==> src/rtl/alu_arbiter.sv <==
// alu_arbiter: shares one combinational 32-bit ALU between two requesters.
//
// Each requester has a valid/ready request port and a one-entry response
// slot. At most one request is granted per cycle, using round-robin between
// the ports that are eligible. The granted operands drive the ALU
// combinationally. The ALU result and flags are captured into that port's
// slot at the next rising edge, so latency is 1 cycle.
//
// Ports
//   clk, reset                 clock, async active-high reset
//   reqN_valid/ready           request handshake (N = 0, 1)
//   reqN_a, reqN_b, reqN_ctrl  operands and ALU control
//   rspN_valid/ready           response handshake
//   rspN_result, rspN_flags    registered result and {N, Z, C, V}
//   rspN_err                   the accepted op had an illegal ctrl
//   alu_a, alu_b, alu_ctrl     drive to the shared ALU
//   alu_result, alu_flags      combinational return from the ALU

// One response slot: loads on grant, and clears on drain when not reloaded.
module alu_arbiter_slot #(
    parameter int WIDTH = 32
) (
    input  logic             clk,
    input  logic             reset,
    input  logic             load,
    input  logic             err,
    input  logic             drain,
    input  logic [WIDTH-1:0] alu_result,
    input  logic [3:0]       alu_flags,
    output logic             rsp_valid,
    output logic [WIDTH-1:0] rsp_result,
    output logic [3:0]       rsp_flags,
    output logic             rsp_err
);
    logic             valid_q, valid_d;
    logic [WIDTH-1:0] result_q, result_d;
    logic [3:0]       flags_q, flags_d;
    logic             err_q, err_d;

    always_comb begin
        valid_d  = valid_q;
        result_d = result_q;
        flags_d  = flags_q;
        err_d    = err_q;
        if (load) begin
            valid_d  = 1'b1;
            // For an illegal op the ALU output is meaningless, so zero it.
            result_d = err ? '0 : alu_result;
            flags_d  = err ? 4'b0000 : alu_flags;
            err_d    = err;
        end else if (valid_q && drain) begin
            valid_d = 1'b0;
        end
    end

    always_ff @(posedge clk or posedge reset) begin
        if (reset) begin
            valid_q  <= 1'b0;
            result_q <= '0;
            flags_q  <= 4'b0000;
            err_q    <= 1'b0;
        end else begin
            valid_q  <= valid_d;
            result_q <= result_d;
            flags_q  <= flags_d;
            err_q    <= err_d;
        end
    end

    assign rsp_valid  = valid_q;
    assign rsp_result = result_q;
    assign rsp_flags  = flags_q;
    assign rsp_err    = err_q;
endmodule

module alu_arbiter #(
    parameter int WIDTH  = 32,
    parameter int CTRL_W = 3
) (
    input  logic              clk,
    input  logic              reset,
    input  logic              req0_valid,
    output logic              req0_ready,
    input  logic [WIDTH-1:0]  req0_a,
    input  logic [WIDTH-1:0]  req0_b,
    input  logic [CTRL_W-1:0] req0_ctrl,
    input  logic              req1_valid,
    output logic              req1_ready,
    input  logic [WIDTH-1:0]  req1_a,
    input  logic [WIDTH-1:0]  req1_b,
    input  logic [CTRL_W-1:0] req1_ctrl,
    output logic              rsp0_valid,
    input  logic              rsp0_ready,
    output logic [WIDTH-1:0]  rsp0_result,
    output logic [3:0]        rsp0_flags,
    output logic              rsp0_err,
    output logic              rsp1_valid,
    input  logic              rsp1_ready,
    output logic [WIDTH-1:0]  rsp1_result,
    output logic [3:0]        rsp1_flags,
    output logic              rsp1_err,
    output logic [WIDTH-1:0]  alu_a,
    output logic [WIDTH-1:0]  alu_b,
    output logic [CTRL_W-1:0] alu_ctrl,
    input  logic [WIDTH-1:0]  alu_result,
    input  logic [3:0]        alu_flags
);
    localparam logic [CTRL_W-1:0] CTRL_MAX_LEGAL = CTRL_W'(4);

    logic [1:0]       req_valid, rsp_ready, rsp_valid, elig, grant, rsp_err;
    logic [WIDTH-1:0] rsp_result [2];
    logic [3:0]       rsp_flags  [2];
    logic             illegal;
    logic             last_grant_q, last_grant_d;

    assign req_valid = {req1_valid, req0_valid};
    assign rsp_ready = {rsp1_ready, rsp0_ready};

    // Grant depends only on request valids, slot state and last_grant. It
    // never looks at the ALU return, so ready has no path from alu_*.
    always_comb begin
        for (int n = 0; n < 2; n++)
            elig[n] = req_valid[n] & (~rsp_valid[n] | rsp_ready[n]);
        grant = 2'b00;
        if (!reset) begin
            if (elig == 2'b11)
                grant = last_grant_q ? 2'b01 : 2'b10;
            else
                grant = elig;
        end

        alu_a    = '0;
        alu_b    = '0;
        alu_ctrl = '0;
        if (grant[0]) begin
            alu_a    = req0_a;
            alu_b    = req0_b;
            alu_ctrl = req0_ctrl;
        end else if (grant[1]) begin
            alu_a    = req1_a;
            alu_b    = req1_b;
            alu_ctrl = req1_ctrl;
        end
        illegal = alu_ctrl > CTRL_MAX_LEGAL;

        last_grant_d = last_grant_q;
        if (grant[0])      last_grant_d = 1'b0;
        else if (grant[1]) last_grant_d = 1'b1;
    end

    // last_grant resets to 1 so that port 0 wins the first tie.
    always_ff @(posedge clk or posedge reset) begin
        if (reset) last_grant_q <= 1'b1;
        else       last_grant_q <= last_grant_d;
    end

    for (genvar gi = 0; gi < 2; gi++) begin : g_slot
        alu_arbiter_slot #(.WIDTH(WIDTH)) u_slot (
            .clk        (clk),
            .reset      (reset),
            .load       (grant[gi]),
            .err        (illegal),
            .drain      (rsp_ready[gi]),
            .alu_result (alu_result),
            .alu_flags  (alu_flags),
            .rsp_valid  (rsp_valid[gi]),
            .rsp_result (rsp_result[gi]),
            .rsp_flags  (rsp_flags[gi]),
            .rsp_err    (rsp_err[gi])
        );
    end

    assign req0_ready  = grant[0];
    assign req1_ready  = grant[1];
    assign rsp0_valid  = rsp_valid[0];
    assign rsp1_valid  = rsp_valid[1];
    assign rsp0_result = rsp_result[0];
    assign rsp1_result = rsp_result[1];
    assign rsp0_flags  = rsp_flags[0];
    assign rsp1_flags  = rsp_flags[1];
    assign rsp0_err    = rsp_err[0];
    assign rsp1_err    = rsp_err[1];
endmodule

==> config.mk <==
export PLATFORM = sky130hd
export DESIGN_NAME = alu_arbiter
export DESIGN_NICKNAME = d
export VERILOG_FILES = /design/src/rtl/alu_arbiter.sv
export SDC_FILE = /design/constraint.sdc
export NUM_CORES = 1
export LEC_CHECK = 0
export ABC_AREA = 1
export ABC_CLOCK_PERIOD_IN_PS = 2000
export BUFFER_PORTS_ARGS = -buffer_cell sky130_fd_sc_hd__buf_4
export CORE_AREA = 2 2 125 127
export CTS_CLUSTER_SIZE = 28
export DETAILED_ROUTE_END_ITERATION = 10
export DIE_AREA = 0 0 127 129
export PLACE_DENSITY = 0.68
export REMOVE_ABC_BUFFERS = 1
export SETUP_SLACK_MARGIN = 0.4
export SLEW_MARGIN = 20
export SYNTH_ARGS = -nofsm -noshare
export SYNTH_HDL_FRONTEND = slang
export SYNTH_HIERARCHICAL = 1
export SYNTH_SLANG_ARGS = --single-unit
==> constraint.sdc <==
create_clock -name clk -period 2 [get_ports clk]
set_input_delay 0.2 -clock clk [delete_from_list [all_inputs] [get_ports clk]]
set_output_delay 0.2 -clock clk [all_outputs]
set_load 0.01 [all_outputs]
**After elaboration in Yosys (flattened, before gate mapping)**

Index checks and enable logic that the tools add are counted.

- Register bits after elaboration: 77
- Output and inout port bits: 145
- Input port bits: 176
- Word-level logic and storage cells: 39

- Equal/unequal tests: 1
- Reduce and logical (&&, ||, !) cells: 5
- Muxes and demuxes: 17
- $lt $le $gt $ge: 1
- Bitwise operators: 6

Operator list:

| cell | number |
|---|---|
| $mux W32 | 5 |
| $mux W1 | 6 |
| $mux W2 | 3 |
| $mux W3 | 2 |
| $reduce_bool A2 Y1 | 3 |
| $mux W4 | 1 |
| $gt A3 B3 Y1 const B | 1 |
| $and A1 B1 Y1 | 2 |
| $eq A2 B2 Y1 const B | 1 |
| $logic_and A1 B1 Y1 | 2 |
| $not A1 Y1 | 2 |
| $or A1 B1 Y1 | 2 |

**Longest topological paths before layout**

Gate-level depths: netlist (run 1).

- Word-level depth: 10
- Depth in mapped cells: 12
- Gate-level depth less buffers: 11

**Modules after synthesis**

The synthesis (run 1) kept the hierarchy.

By module, submodules not included:

| module | cells an instance | area each (sq um) | instances |
|---|---|---|---|
| alu_arbiter_slot | 165 | 1526.5 | 2 |
| alu_arbiter | 236 | 1016.0 | 1 |

**Worst setup path after synthesis (run 1)**

No wires, ideal clock.

- Path kind: flip-flop to flip-flop
- Start: reg last_grant_q
- End: reg g_slot[0].u_slot.result_q[10]
- Data arrival time: 1777 ps
- Path buffers: 1
- Stages on the path, launching flop included: 11
- Setup time: 117 ps
- Setup slack: 105 ps
- Period minus slack after synthesis: 1895 ps
- Cells stage by stage: dfstp_2 inv_1 nand3_1 nand2_1 o21ai_0 inv_1 nor2_1 inv_2 buf_2 nand3_1 nand2_1

- Word-level cells in the longest chain between the ends: 7

RTL lines:

| element | RTL line | text |
|---|---|---|
| from (decl) | 114 | `logic last_grant_q, last_grant_d;` |
| from (signal assigned) | 154 | `else last_grant_q <= last_grant_d;` |
| $mux W2 * | 127 | `grant = last_grant_q ? 2'b01 : 2'b10;` |
| $mux W2 * | 126 | `if (elig == 2'b11)` |
| $mux W2 * | 125 | `if (!reset) begin` |
| $mux W3 | 139 | `end else if (grant[1]) begin` |
| $mux W3 * | 135 | `if (grant[0]) begin` |
| net alu_ctrl[2] | 104 | `output logic [CTRL_W-1:0] alu_ctrl,` |
| $gt A3 B3 Y1 * | 144 | `illegal = alu_ctrl > CTRL_MAX_LEGAL;` |
| net illegal | 113 | `logic illegal;` |
| $mux W32 * | 48 | `result_d = err ? '0 : alu_result;` |
| to (signal assigned) | 64 | `result_q <= result_d;` |
| to (decl) | 36 | `logic [WIDTH-1:0] result_q, result_d;` |

Mark *: on every way through the listed nets, which the timed path passes. The rest lies on a longest branch.
A chain may end at the register's enable or synchronous reset.

**Worst setup path in the final report (run 1)**

- Start: reg last_grant_q
- End: out alu_a[14]

- Word-level cells in the longest chain between the ends: 5

RTL lines:

| element | RTL line | text |
|---|---|---|
| $mux W2 * | 127 |  |
| $mux W2 * | 126 |  |
| $mux W2 * | 125 |  |
| $mux W32 | 139 |  |
| $mux W32 * | 135 |  |
| to (decl) | 102 | `output logic [WIDTH-1:0] alu_a,` |

Mark *: on every way between the ends. The rest lies on a longest branch, timed or not.

==> results of run 1 <==
state kept, by name (all words and copies together), names as in the netlist:
register                  cells
g_slot.u_slot/rsp_flags       8
g_slot.u_slot/rsp_valid       2
g_slot.u_slot/rsp_err         2
last_grant_q                  1
g_slot.u_slot/rsp_result     64
cells in the mapped netlist:
cell type                 number
sky130_fd_sc_hd__nand3_1      79
sky130_fd_sc_hd__buf_4        10
sky130_fd_sc_hd__dfstp_2       1
sky130_fd_sc_hd__nor2_4        2
sky130_fd_sc_hd__inv_1        12
sky130_fd_sc_hd__inv_2         4
sky130_fd_sc_hd__o21ai_0       4
sky130_fd_sc_hd__buf_6        17
sky130_fd_sc_hd__nor2_1        2
sky130_fd_sc_hd__dfrtp_1      76
sky130_fd_sc_hd__nand2_2       4
sky130_fd_sc_hd__nand2_1     346
sky130_fd_sc_hd__buf_2         9
cells in the final DEF (no fill, tap or decap):
cell type,count
sky130_fd_sc_hd__nand3_1,5
sky130_fd_sc_hd__clkbuf_1,1
sky130_fd_sc_hd__nand3_4,4
sky130_fd_sc_hd__nor2_2,1
sky130_fd_sc_hd__nor2_4,3
sky130_fd_sc_hd__clkinv_1,1
sky130_fd_sc_hd__clkinv_8,2
sky130_fd_sc_hd__clkinvlp_4,2
sky130_fd_sc_hd__buf_8,5
sky130_fd_sc_hd__nand2_2,82
sky130_fd_sc_hd__dfstp_2,1
sky130_fd_sc_hd__dlygate4sd3_1,1
sky130_fd_sc_hd__buf_4,278
sky130_fd_sc_hd__o21ai_4,1
sky130_fd_sc_hd__inv_1,7
sky130_fd_sc_hd__inv_2,3
sky130_fd_sc_hd__buf_16,16
sky130_fd_sc_hd__dfrtp_1,76
sky130_fd_sc_hd__buf_6,65
sky130_fd_sc_hd__buf_12,17
sky130_fd_sc_hd__nand2_1,227
sky130_fd_sc_hd__bufbuf_16,4
sky130_fd_sc_hd__bufinv_16,1
sky130_fd_sc_hd__o21ai_0,2
sky130_fd_sc_hd__clkinv_4,2
sky130_fd_sc_hd__clkbuf_8,3
sky130_fd_sc_hd__clkinv_2,1
sky130_fd_sc_hd__nand2_4,41
sky130_fd_sc_hd__o21ai_2,1
sky130_fd_sc_hd__clkbuf_16,17
sky130_fd_sc_hd__nand3_2,70
area by class of cell:
class | count | area [µm²] | area share
multi-input combinational | 437 | 2700 | 0.290
sequential | 77 | 1930 | 0.208
clock buffer | 13 | 270 | 0.0291
inverter | 16 | 98.8 | 0.0106
tap | 188 | 235 | 0.0253
clock inverter | 3 | 42.5 | 0.00458
timing repair buffer | 394 | 4020 | 0.432
power by group:
group	total (mW)	switching [mW]	internal [mW]
Clock	1.70	0.629	1.07
Combinational	2.99	1.39	1.59
Sequential	2.20	0.255	1.95
Total	6.88	2.28	4.60
metal layers:
metal / share of wire / wire length, µm / track usage / vias up
met5: 0 / 0 / 0 / -
met4: 0.035 / 774 / 0.0692 / 0
met3: 0.087 / 1940 / 0.0836 / 54
met2: 0.52 / 11600 / 0.420 / 265
met1: 0.36 / 7990 / 0.283 / 2658
li1: - / - / - / 2497
critical path, stage by stage (launching register included):
cell and delay [ps]:
sky130_fd_sc_hd__dfstp_2 560, sky130_fd_sc_hd__inv_2 60, sky130_fd_sc_hd__nand3_4 70, sky130_fd_sc_hd__nand2_4 70
sky130_fd_sc_hd__clkinv_4 70, sky130_fd_sc_hd__buf_12 130, sky130_fd_sc_hd__buf_12 110, sky130_fd_sc_hd__clkbuf_16 150
sky130_fd_sc_hd__nand2_2 50, sky130_fd_sc_hd__nand2_2 60, sky130_fd_sc_hd__buf_6 100
path summary, 6_finish.rpt:
path / end / slack [ps] / depth (start not counted)
max: alu_a[14] / 5 / 10
max in group asynchronous: g_slot[1].u_slot/rsp_flags[1] / 930 / 4
min: g_slot[1].u_slot/rsp_valid / 40 / 2
min in group asynchronous: g_slot[0].u_slot/rsp_result[13] / 500 / 3
min reg2reg: g_slot[1].u_slot/rsp_flags[3] / 480 / 2
max reg2reg: g_slot[1].u_slot/rsp_result[12] / 20 / 12
stage by stage:
stage          hold slack (ps)  std cells
2_1_floorplan             89.7        530
3_3_place_gp               230       1055
3_5_place_dp               235       1055
4_1_cts                   52.8       1115
5_1_grt                   33.3       1128
6_report                  35.6       1128
what timing repair did:
| item | CTS | global route |
|---|---|---|
| buffers inserted | 25 | 4 |
| cloned | 18 | 9 |
| hold endpoints to repair | 27 | 0 |
| pin swaps | 13 | 62 |
| resized for setup | 98 | 258 |
| endpoints found under the setup margin | 143 | 146 |
| hold buffers | 1 | 0 |
cells by family after synthesis:
group                  after synthesis
and+or+nand+nor                    433
DFF                                 77
buffers and inverters               52
AOI/OAI and AO/OA                    4
==> qor.log, run 1 <==
INFO  drt            route.final.wire_length=22300µm
INFO  layout         final_core_utilization=0.620
INFO  logic_synthesis syn-instance-count=566
INFO  global_routing wire_length_of_the_first_global_routing_pass=29600µm
INFO  placement      detailed_place.area=6610µm²
INFO  sta            drv_slew=0
INFO  clock_tree     htree_num_levels=3
INFO  power          max-vdd-ir-drop=0.445mV
INFO  global_routing grt_remaining_overflow=0
INFO  clock_tree     clock_tree.buffer_depth=2
INFO  placement      detailedPlacementHpwl=13000µm
INFO  logic_synthesis syn_avg_cell_area=7.19µm²
INFO  setup_path     timing.setup.critical_path_class=flip-flop to output pin
INFO  sta            finalHoldViolations=0
INFO  setup_path     arrival=1790ps
INFO  placement      port_buffers=320
INFO  logic_synthesis synth-compound-area-share=0.00492
INFO  setup_path     r2r-start=last_grant_q
INFO  setup_path     crit_start=last_grant_q
INFO  outcome        run_status=completed
INFO  die            floorplan.initialDensity=0.272
INFO  drt            routed-via-count=5474
INFO  logic_synthesis ys_seq_area_frac=0.474
INFO  logic_synthesis count_of_yosys_warnings_during_synthesis=6
INFO  power          total_power=6.88mW
INFO  setup_path     timing.critical_path.required=1800ps
INFO  logic_synthesis synth_top_family_by_area=simple AND/OR/NAND/NOR gates
INFO  layout         antennaDiodeCount=0
INFO  die            io_pins=321
INFO  die            std_cell_rows=45
INFO  sta            timing.final.setup_violations=0
INFO  global_routing track_usage=0.241
INFO  clock_tree     clock_insertion_delay_worst_skew=340ps
INFO  logic_synthesis synthesis.area=4070µm²
INFO  sta            setup_ws=5.08ps
INFO  drt            first_iter_violations=303
INFO  sta            slew_headroom=0.678
INFO  drt            wl_per_cell=19.7µm
INFO  placement      dpl_worst_slack=119ps
INFO  drt            first_pass_iters=7
INFO  global_routing first_global_vias=5124
INFO  sta            fin_skew=7.82ps
INFO  setup_path     endpoint_kind=output pin
INFO  sta            setup-tns-final=0ps
INFO  die            coreArea=15000µm²
INFO  drt            antenna_violating_nets_post_route=0
INFO  logic_synthesis synth_xor_area_frac=0
INFO  logic_synthesis synth_fa_ha_area_frac=0
INFO  logic_synthesis synth-simple-area-share=0.430
INFO  clock_tree     clk_pin_slew_worst_paths=50ps
INFO  layout         num-fill-cells=1244
INFO  hold_path      min_path_type=primary input to flip-flop
INFO  clock_tree     cts_tree=done
INFO  setup_path     worst-path-max-fanout=6
INFO  job            max_capacitance_violation_count=0
INFO  clock_tree     clock_sink_count=77
INFO  global_routing antenna_violations_before_repair=0
INFO  layout         layout.cell_area.non_filler=9290µm²
INFO  layout         area.growth.synth_to_final=128%
INFO  logic_synthesis synth_top_area_frac=0.467
INFO  sta            final_min_period_over_clock_period=0.997
INFO  logic_synthesis post_synth_num_cell_types=13
INFO  logic_synthesis yosys-mux-area-fraction=0
INFO  die            floorplan.die_area=16400µm²
INFO  sta            setup_repair_after_global_routing_missed_its_margin=true
INFO  power          leakagePower=5.00nW
INFO  drt            vias_per_cell=4.85
INFO  clock_tree     clock-root-buffer=sky130_fd_sc_hd__clkbuf_16
INFO  drt            drc=0
INFO  power          pwr_density_cell=741nW/µm²
INFO  sta            max_freq=501MHz
INFO  die            floorplan.die.width=127µm
INFO  layout         nNetsFinal=1111
INFO  logic_synthesis ys_seq_elements=77
INFO  die            die_height=129µm
INFO  layout         layout-drive-gt1-share=0.660
INFO  logic_synthesis synth_area_leaders=sky130_fd_sc_hd__dfrtp_1 (47%), sky130_fd_sc_hd__nand2_1 (32%), sky130_fd_sc_hd__nand3_1 (9.7%), sky130_fd_sc_hd__buf_6 (4.7%), sky130_fd_sc_hd__buf_4 (1.8%)
INFO  clock_tree     cts-buffers-inserted=9
INFO  global_routing grt_max_degree=27
INFO  hold_path      worst_hold_startpoint=rsp1_ready
INFO  placement      place.gp.congestion=0.877
INFO  sta            finalCriticalPeriod=1990ps
INFO  setup_path     timing.critical_path.from_type=flip-flop
INFO  sta            worst_tran_pin_value=480ps
INFO  logic_synthesis synth_largest_area_cell=sky130_fd_sc_hd__dfrtp_1
No activity file was read; power rests on OpenSTA's default activity.
==> run 2: changes to the inputs <==
--- a/config.mk
+++ b/config.mk
@@ -8,11 +8,13 @@
 export ABC_AREA = 1
 export ABC_CLOCK_PERIOD_IN_PS = 2000
 export BUFFER_PORTS_ARGS = -buffer_cell sky130_fd_sc_hd__buf_4
-export CORE_AREA = 2 2 125 127
+export CELL_PAD_IN_SITES_DETAIL_PLACEMENT = 1
+export CELL_PAD_IN_SITES_GLOBAL_PLACEMENT = 1
+export CORE_MARGIN = 2
+export CORE_UTILIZATION = 26
 export CTS_CLUSTER_SIZE = 28
 export DETAILED_ROUTE_END_ITERATION = 10
-export DIE_AREA = 0 0 127 129
-export PLACE_DENSITY = 0.68
+export PLACE_DENSITY = 0.91
 export REMOVE_ABC_BUFFERS = 1
 export SETUP_SLACK_MARGIN = 0.4
 export SLEW_MARGIN = 20
==> run 2 against run 1 <==
- the run now ends with setup timing left
- via count is 2.8% higher
- clock skew up 3.3 ps
- global-route usage increased by 2.7 points
- design area decreased by 5.6%
- cell count up 2.7%
- sequential power up 5%
- utilization down 4.5 points
- critical path type unchanged
- largest cell class unchanged
- highest routed layer unchanged
==> qor.log, run 2 (synthesis results as in run 1) <==
INFO  drt            first_pass_iters=4 [-3]
INFO  sta            finalCriticalPeriod=2010ps [+11.8 ps]
INFO  layout         max_reg_flops=64 [unchanged]
INFO  placement      place.gp.congestion=0.818 [-6.7%]
INFO  clock_tree     clock_sink_count=77 [unchanged]
INFO  die            floorplan.die.width=129µm [+1.7%]
INFO  clock_tree     htree_num_levels=3 [unchanged]
INFO  global_routing grt_max_degree=39 [+44%]
INFO  setup_path     worst-r2r-setup-slack=-7ps [-30 ps]
INFO  sta            finalHoldViolations=0 [unchanged]
INFO  drt            route.final.wire_length=25500µm [+14%]
INFO  sta            slew_headroom=0.324 [-0.354]
INFO  layout         final-instance-count-excl-fill=1158 [+2.7%]
INFO  sta            setup-tns-final=-13.5ps [-13.5 ps]
INFO  layout         area.growth.synth_to_final=116%
INFO  drt            wl_per_cell=22.0µm [+11%]
INFO  placement      dpl_worst_slack=17.2ps [-102 ps]
INFO  drt            first_iter_violations=244 [-19%]
INFO  sta            drv_slew=0 [unchanged]
INFO  layout         layout.cell_area.non_filler=8770µm² [-5.6%]
INFO  setup_path     arrival=1810ps [+20 ps]
INFO  setup_path     worst-path-max-fanout=9 [+3]
INFO  job            max_capacitance_violation_count=0 [unchanged]
INFO  sta            setup_repair_after_global_routing_missed_its_margin=true
INFO  power          max-vdd-ir-drop=0.371mV [-17%]
INFO  placement      placed_cells=1080 [+2.4%]
INFO  sta            hold-worst-slack=52.7ps [+17.1 ps]
INFO  placement      detailedPlacementHpwl=14600µm [+12%]
INFO  placement      port_buffers=320 [unchanged]
INFO  layout         antennaDiodeCount=0 [unchanged]
INFO  die            floorplan.die_area=16700µm² [+1.7%]
INFO  global_routing first_global_vias=5894 [+15%]
INFO  drt            drc=0 [unchanged]
INFO  global_routing wire_length_of_the_first_global_routing_pass=33500µm [+13%]
INFO  clock_tree     clk_pin_slew_worst_paths=70ps [+20 ps]
INFO  setup_path     endpoint_kind=output pin
INFO  clock_tree     clock-root-buffer=sky130_fd_sc_hd__clkbuf_16
INFO  die            coreArea=15300µm² [+1.9%]
INFO  setup_path     timing.setup.critical_path_class=flip-flop to output pin
INFO  setup_path     rr_endpoint=g_slot[1].u_slot/rsp_result[25]
INFO  placement      detailed_place.area=6670µm² [+0.85%]
INFO  hold_path      worst_hold_startpoint=rsp0_ready
INFO  drt            antenna_violating_nets_post_route=0 [unchanged]
INFO  hold_path      hold_path_end=g_slot[0].u_slot/rsp_valid
INFO  clock_tree     clock_insertion_delay_worst_skew=340ps [about the same]
INFO  global_routing antenna_violations_before_repair=0 [unchanged]
INFO  clock_tree     cts-buffers-inserted=9 [unchanged]
INFO  setup_path     timing.critical_path.from_type=flip-flop
INFO  hold_path      whs_path_depth=2 [unchanged]
INFO  die            die_height=129µm [about the same]
INFO  clock_tree     clock_tree.buffer_depth=2 [unchanged]
INFO  power          total_power=6.97mW [+1.4%]
INFO  drt            vias_per_cell=4.86 [+0.17%]
INFO  layout         layout_commonest_cell=sky130_fd_sc_hd__buf_4
INFO  sta            max_freq=498MHz [-0.59%]
INFO  sta            worst_tran_pin_value=1010ps [+531 ps]
INFO  layout         layout-drive-gt1-share=0.597 [-0.0630]
INFO  sta            final_min_period_over_clock_period=1.00 [+0.00588]
INFO  setup_path     ff2ff_path_depth=12 [unchanged]
INFO  power          pwr_density_cell=795nW/µm² [+7.3%]
INFO  sta            timing.final.setup_violations=4 [+4]
INFO  die            std_cell_rows=45 [unchanged]
INFO  outcome        failed_checks=setup timing
INFO  global_routing grt_remaining_overflow=0 [unchanged]
INFO  layout         most-common-layout-cells=sky130_fd_sc_hd__buf_4 (313), sky130_fd_sc_hd__nand2_1 (226), sky130_fd_sc_hd__nand2_2 (86), sky130_fd_sc_hd__dfrtp_1 (76), sky130_fd_sc_hd__nand3_1 (66)
INFO  clock_tree     cts_tree=done
INFO  setup_path     timing.critical_path.required=1800ps [about the same]
INFO  die            io_pins=321 [unchanged]
INFO  sta            fin_skew=11.1ps [+3.31 ps]
INFO  power          leakagePower=4.82nW [-3.6%]
INFO  global_routing track_usage=0.268 [+0.0267]
INFO  outcome        run_status=complete, but fails checks
INFO  die            floorplan.initialDensity=0.267 [-0.00501]
INFO  layout         nNetsFinal=1118 [+0.63%]
INFO  layout         final_core_utilization=0.575 [-0.0453]
INFO  sta            setup_ws=-6.67ps [-11.8 ps]
INFO  hold_path      min_path_type=primary input to flip-flop
INFO  drt            routed-via-count=5629 [+2.8%]
INFO  setup_path     r2r-start=g_slot[1].u_slot/rsp_valid
[run 2: final cells by class]
class | instances | area [µm²]
Tap cell | 211 | 264
Multi-Input combinational cell | 437 | 2370
Sequential cell | 77 | 1930
Clock buffer | 9 | 225
Inverter | 16 | 100
Fill cell | 1800 | 6490
Clock inverter | 7 | 72.6
Timing Repair Buffer | 401 | 3810
[run 2: worst max-delay path by stage]
stage,from,slack (ps),endpoint,cells after the start
6_report,last_grant_q,-7,alu_b[7],8
5_1_grt,g_slot[1].u_slot/rsp_valid,-80,alu_b[16],9
4_1_cts,last_grant_q,40,alu_a[3],8
3_5_place_dp,last_grant_q,20,g_slot[1].u_slot/rsp_result[1],10
3_3_place_gp,last_grant_q,200,g_slot[1].u_slot/rsp_result[7],10
2_1_floorplan,last_grant_q,-600,g_slot[0].u_slot/rsp_flags[0],7
[run 2: power by group]
group	internal [mW]	switching, mW	total [mW]
sequential	1.94	0.352	2.30
combinational	1.56	1.44	3.01
clock	0.971	0.701	1.67
total	4.48	2.50	6.97
[run 2: critical path, stage by stage, from the launching register on]
cell	delay (ps)
sky130_fd_sc_hd__dfstp_2	550
sky130_fd_sc_hd__buf_6	110
sky130_fd_sc_hd__nand3_4	90
sky130_fd_sc_hd__nand2_4	110
sky130_fd_sc_hd__clkinv_8	120
sky130_fd_sc_hd__buf_12	180
sky130_fd_sc_hd__nand2_1	80
sky130_fd_sc_hd__nand2_2	70
sky130_fd_sc_hd__buf_4	140
[run 2: what timing repair did]
| item | 4_1_cts | 5_1_grt |
|---|---|---|
| endpoints found under the setup margin | 144 | 145 |
| pin swaps | 18 | 41 |
| cloned | 14 | 9 |
| setup buffers | 27 | 9 |
| hold buffers | 3 | 0 |
| endpoints found under the hold margin | 19 | 0 |
| resized for setup | 85 | 185 |
[run 2: layer usage]
metal | share of wire | wire [µm] | GRT usage
met5 | 0 | 0 | 0
met4 | 0.034 | 853 | 0.105
met3 | 0.063 | 1600 | 0.0636
met2 | 0.56 | 14200 | 0.521
met1 | 0.34 | 8780 | 0.272
==> run 3: changes to the inputs <==
--- a/config.mk
+++ b/config.mk
@@ -10,11 +10,12 @@
 export BUFFER_PORTS_ARGS = -buffer_cell sky130_fd_sc_hd__buf_4
 export CELL_PAD_IN_SITES_DETAIL_PLACEMENT = 1
 export CELL_PAD_IN_SITES_GLOBAL_PLACEMENT = 1
-export CORE_MARGIN = 2
 export CORE_UTILIZATION = 26
 export CTS_CLUSTER_SIZE = 28
 export DETAILED_ROUTE_END_ITERATION = 10
+export HOLD_SLACK_MARGIN = 0.06
 export PLACE_DENSITY = 0.91
+export RECOVER_POWER = 25
 export REMOVE_ABC_BUFFERS = 1
 export SETUP_SLACK_MARGIN = 0.4
 export SLEW_MARGIN = 20
==> run 3 against run 2 <==
- register-to-register slack lost 80 ps
- sequential cell count did not move
- sequential share of layout area up 1.6 points
- clock power up 22%
- total power fell by 0.95%
- combinational power shrank 12%
- first-iteration DRC count shrank 20%
- clock skew fell by 5.5 ps
- the flow still finishes with violations (setup timing)
- highest routed layer unchanged
==> qor.log, run 3 (synthesis results as in run 1) <==
INFO  outcome        run_status=complete, but fails checks
INFO  outcome        failed_checks=setup timing
INFO  clock_tree     clock_tree.buffer_depth=2 [unchanged]
INFO  layout         layout.cell_area.non_filler=8160µm² [-6.9%]
INFO  drt            first_pass_iters=4 [unchanged]
INFO  hold_path      worst_hold_startpoint=rsp0_ready
INFO  clock_tree     clock-root-buffer=sky130_fd_sc_hd__clkbuf_16
INFO  sta            final_min_period_over_clock_period=1.04 [+0.0385]
INFO  global_routing first_global_vias=5438 [-7.7%]
INFO  die            coreArea=15300µm² [unchanged]
INFO  job            max_capacitance_violation_count=0 [unchanged]
INFO  setup_path     r2r-start=g_slot[1].u_slot/rsp_valid
INFO  global_routing grt_remaining_overflow=0 [unchanged]
INFO  setup_path     endpoint_kind=flip-flop
INFO  setup_path     stage_delay_of_the_slowest_cell_on_the_critical_path=390ps [-160 ps]
INFO  clock_tree     cts_tree=done
INFO  setup_path     rr_endpoint=g_slot[1].u_slot/rsp_result[26]
INFO  placement      detailedPlacementHpwl=13800µm [-5.4%]
INFO  setup_path     ff2ff_path_depth=12 [unchanged]
INFO  power          pwr_density_cell=846nW/µm² [+6.4%]
INFO  layout         most-common-layout-cells=sky130_fd_sc_hd__buf_4 (316), sky130_fd_sc_hd__nand2_1 (284), sky130_fd_sc_hd__dfrtp_1 (76), sky130_fd_sc_hd__nand3_1 (71), sky130_fd_sc_hd__nand2_2 (44)
INFO  drt            antenna_violating_nets_post_route=0 [unchanged]
INFO  drt            routed-via-count=5430 [-3.5%]
INFO  setup_path     worstPathBufferInverterCount=4 [unchanged]
INFO  die            floorplan.die.width=127µm [-1.5%]
INFO  setup_path     crit_start=g_slot[1].u_slot/rsp_valid
INFO  layout         layout_commonest_cell=sky130_fd_sc_hd__buf_4
INFO  sta            setup_ws=-83.7ps [-77.1 ps]
INFO  die            io_pins=321 [unchanged]
INFO  global_routing wire_length_of_the_first_global_routing_pass=30300µm [-9.6%]
INFO  layout         area.growth.synth_to_final=101%
INFO  power          total_power=6.91mW [-0.95%]
INFO  setup_path     cp_cell_sequence=nand2_2 > nand2_2 > nor2_4 > nand3_1 > o21ai_1 > inv_1 > nor2_1 > buf_4 > inv_4 > bufbuf_16 > nand3_1 > nand2_1
INFO  placement      port_buffers=320 [unchanged]
INFO  die            die_height=127µm [-1.5%]
INFO  setup_path     timing.critical_path.required=2220ps [+420 ps]
INFO  setup_path     timing.critical_path.slowest_stage_cell=sky130_fd_sc_hd__dfrtp_1
INFO  layout         ff_latch_area=1930µm² [unchanged]
INFO  clock_tree     cts-buffers-inserted=9 [unchanged]
INFO  setup_path     arrival=2310ps [+500 ps]
INFO  drt            wl_per_cell=20.1µm [-8.6%]
INFO  sta            max_freq=480MHz [-3.7%]
INFO  clock_tree     clock_insertion_delay_worst_skew=340ps [about the same]
INFO  setup_path     worst-r2r-setup-slack=-80ps [-80 ps]
INFO  layout         final_core_utilization=0.535 [-0.0399]
INFO  setup_path     critical_path.top_delay_family=simple AND/OR/NAND/NOR gates
INFO  layout         nNetsFinal=1096 [-2.0%]
INFO  sta            finalHoldViolations=0 [unchanged]
INFO  clock_tree     clk_pin_slew_worst_paths=60ps [about the same]
INFO  hold_path      min_path_type=primary input to flip-flop
INFO  placement      place.gp.congestion=0.850 [+3.8%]
INFO  drt            drc=0 [unchanged]
INFO  placement      detailed_place.area=6630µm² [-0.56%]
INFO  sta            finalCriticalPeriod=2080ps [+77.1 ps]
INFO  hold_path      hold_path_end=g_slot[0].u_slot/rsp_valid
INFO  clock_tree     htree_num_levels=3 [unchanged]
INFO  layout         max_reg_flops=64 [unchanged]
INFO  drt            vias_per_cell=4.78 [-1.7%]
INFO  die            floorplan.initialDensity=0.267 [unchanged]
INFO  die            std_cell_rows=45 [unchanged]
INFO  global_routing antenna_violations_before_repair=0 [unchanged]
INFO  global_routing track_usage=0.249 [-0.0185]
INFO  sta            timing.final.setup_violations=12 [+8]
INFO  layout         multi_input_comb_area=2100µm² [-11%]
INFO  hold_path      whs_path_depth=2 [unchanged]
INFO  layout         num-fill-cells=1818 [+1.0%]
INFO  power          max-vdd-ir-drop=0.401mV [+7.9%]
INFO  sta            setup_repair_after_global_routing_missed_its_margin=true
INFO  layout         layout-drive-gt1-share=0.514 [-0.0831]
INFO  setup_path     timing.critical_path.from_type=flip-flop
INFO  setup_path     worst-path-max-fanout=6 [-3]
INFO  drt            first_iter_violations=196 [-20%]
INFO  sta            worst_tran_pin_value=1300ps [+287 ps]
INFO  sta            fin_skew=5.65ps [-5.49 ps]
INFO  global_routing grt_max_degree=39 [unchanged]
INFO  die            floorplan.die_area=16200µm² [-3.1%]
INFO  layout         antennaDiodeCount=0 [unchanged]
INFO  layout         final-instance-count-excl-fill=1136 [-1.9%]
INFO  setup_path     timing.setup.critical_path_class=flip-flop to flip-flop
INFO  sta            drv_slew=0 [unchanged]
INFO  drt            route.final.wire_length=22800µm [-10%]
INFO  clock_tree     clock_sink_count=77 [unchanged]
INFO  sta            slew_headroom=0.134 [-0.189]
INFO  placement      placed_cells=1075 [-0.46%]
INFO  power          leakagePower=4.62nW [-4.0%]
## run 3: changes by cell type in the layout (fill, tap and decap cells not counted), moves of 3 or more
| cell | delta |
|---|---|
| sky130_fd_sc_hd__buf_6 | -12 |
| sky130_fd_sc_hd__nand2_2 | -42 |
| sky130_fd_sc_hd__nand3_2 | -4 |
| sky130_fd_sc_hd__nand2_4 | -17 |
| sky130_fd_sc_hd__buf_4 | +3 |
| sky130_fd_sc_hd__nand3_1 | +5 |
| sky130_fd_sc_hd__buf_16 | -5 |
| sky130_fd_sc_hd__bufinv_16 | +3 |
| sky130_fd_sc_hd__clkbuf_16 | -3 |
| sky130_fd_sc_hd__nand2_1 | +58 |
| sky130_fd_sc_hd__buf_8 | -9 |
## run 3: how the worst max path moves through the flow
stage	slack [ps]	cells past startpoint	end
5_1_grt	-210	12	g_slot[1].u_slot/rsp_result[6]
6_report	-80	12	g_slot[1].u_slot/rsp_result[26]
2_1_floorplan	-600	7	g_slot[0].u_slot/rsp_flags[0]
3_5_place_dp	180	11	g_slot[1].u_slot/rsp_result[11]
4_1_cts	60	8	alu_b[31]
3_3_place_gp	270	11	g_slot[1].u_slot/rsp_result[26]
## run 3: stage by stage
stage	setup slack, ps	hold slack [ps]	TNS (ps)
2_1_floorplan	-604	89.7	-45770
3_3_place_gp	271	264	0
3_5_place_dp	182	266	0
4_1_cts	60.2	60.4	0
5_1_grt	-208	76.4	-8710
6_report	-83.7	79.6	-518
## run 3: report_power, final
group	total [mW]	switching, mW	internal (mW)
Combinational	2.66	1.30	1.36
Clock	2.04	0.690	1.35
Sequential	2.21	0.262	1.94
## run 3: routing by layer
metal | wire [µm] | share of wire | vias to the layer above | global-route usage
li1 | - | - | 2461 | -
met5 | 0 | 0 | - | 0
met1 | 8250 | 0.36 | 2678 | 0.270
met4 | 564 | 0.025 | 0 | 0.0889
met2 | 12500 | 0.55 | 252 | 0.475
met3 | 1560 | 0.068 | 39 | 0.0536
## run 3: timing repair
action | CTS | global route
gates cloned | 10 | 6
hold endpoints to repair | 24 | 0
endpoints found under the setup margin | 143 | 145
resized for setup | 33 | 111
pin swaps | 8 | 20
setup buffers | 11 | 14
hold buffers | 4 | 0
## run 3: cell type report
cell class                      instances  area share
Clock buffer                            9      0.0276
Timing Repair inverter                  1     0.00107
Clock inverter                          7      0.0178
Inverter                               16      0.0120
Sequential cell                        77       0.236
Multi-Input combinational cell        437       0.257
Timing Repair Buffer                  378       0.416
Tap cell                              211      0.0323
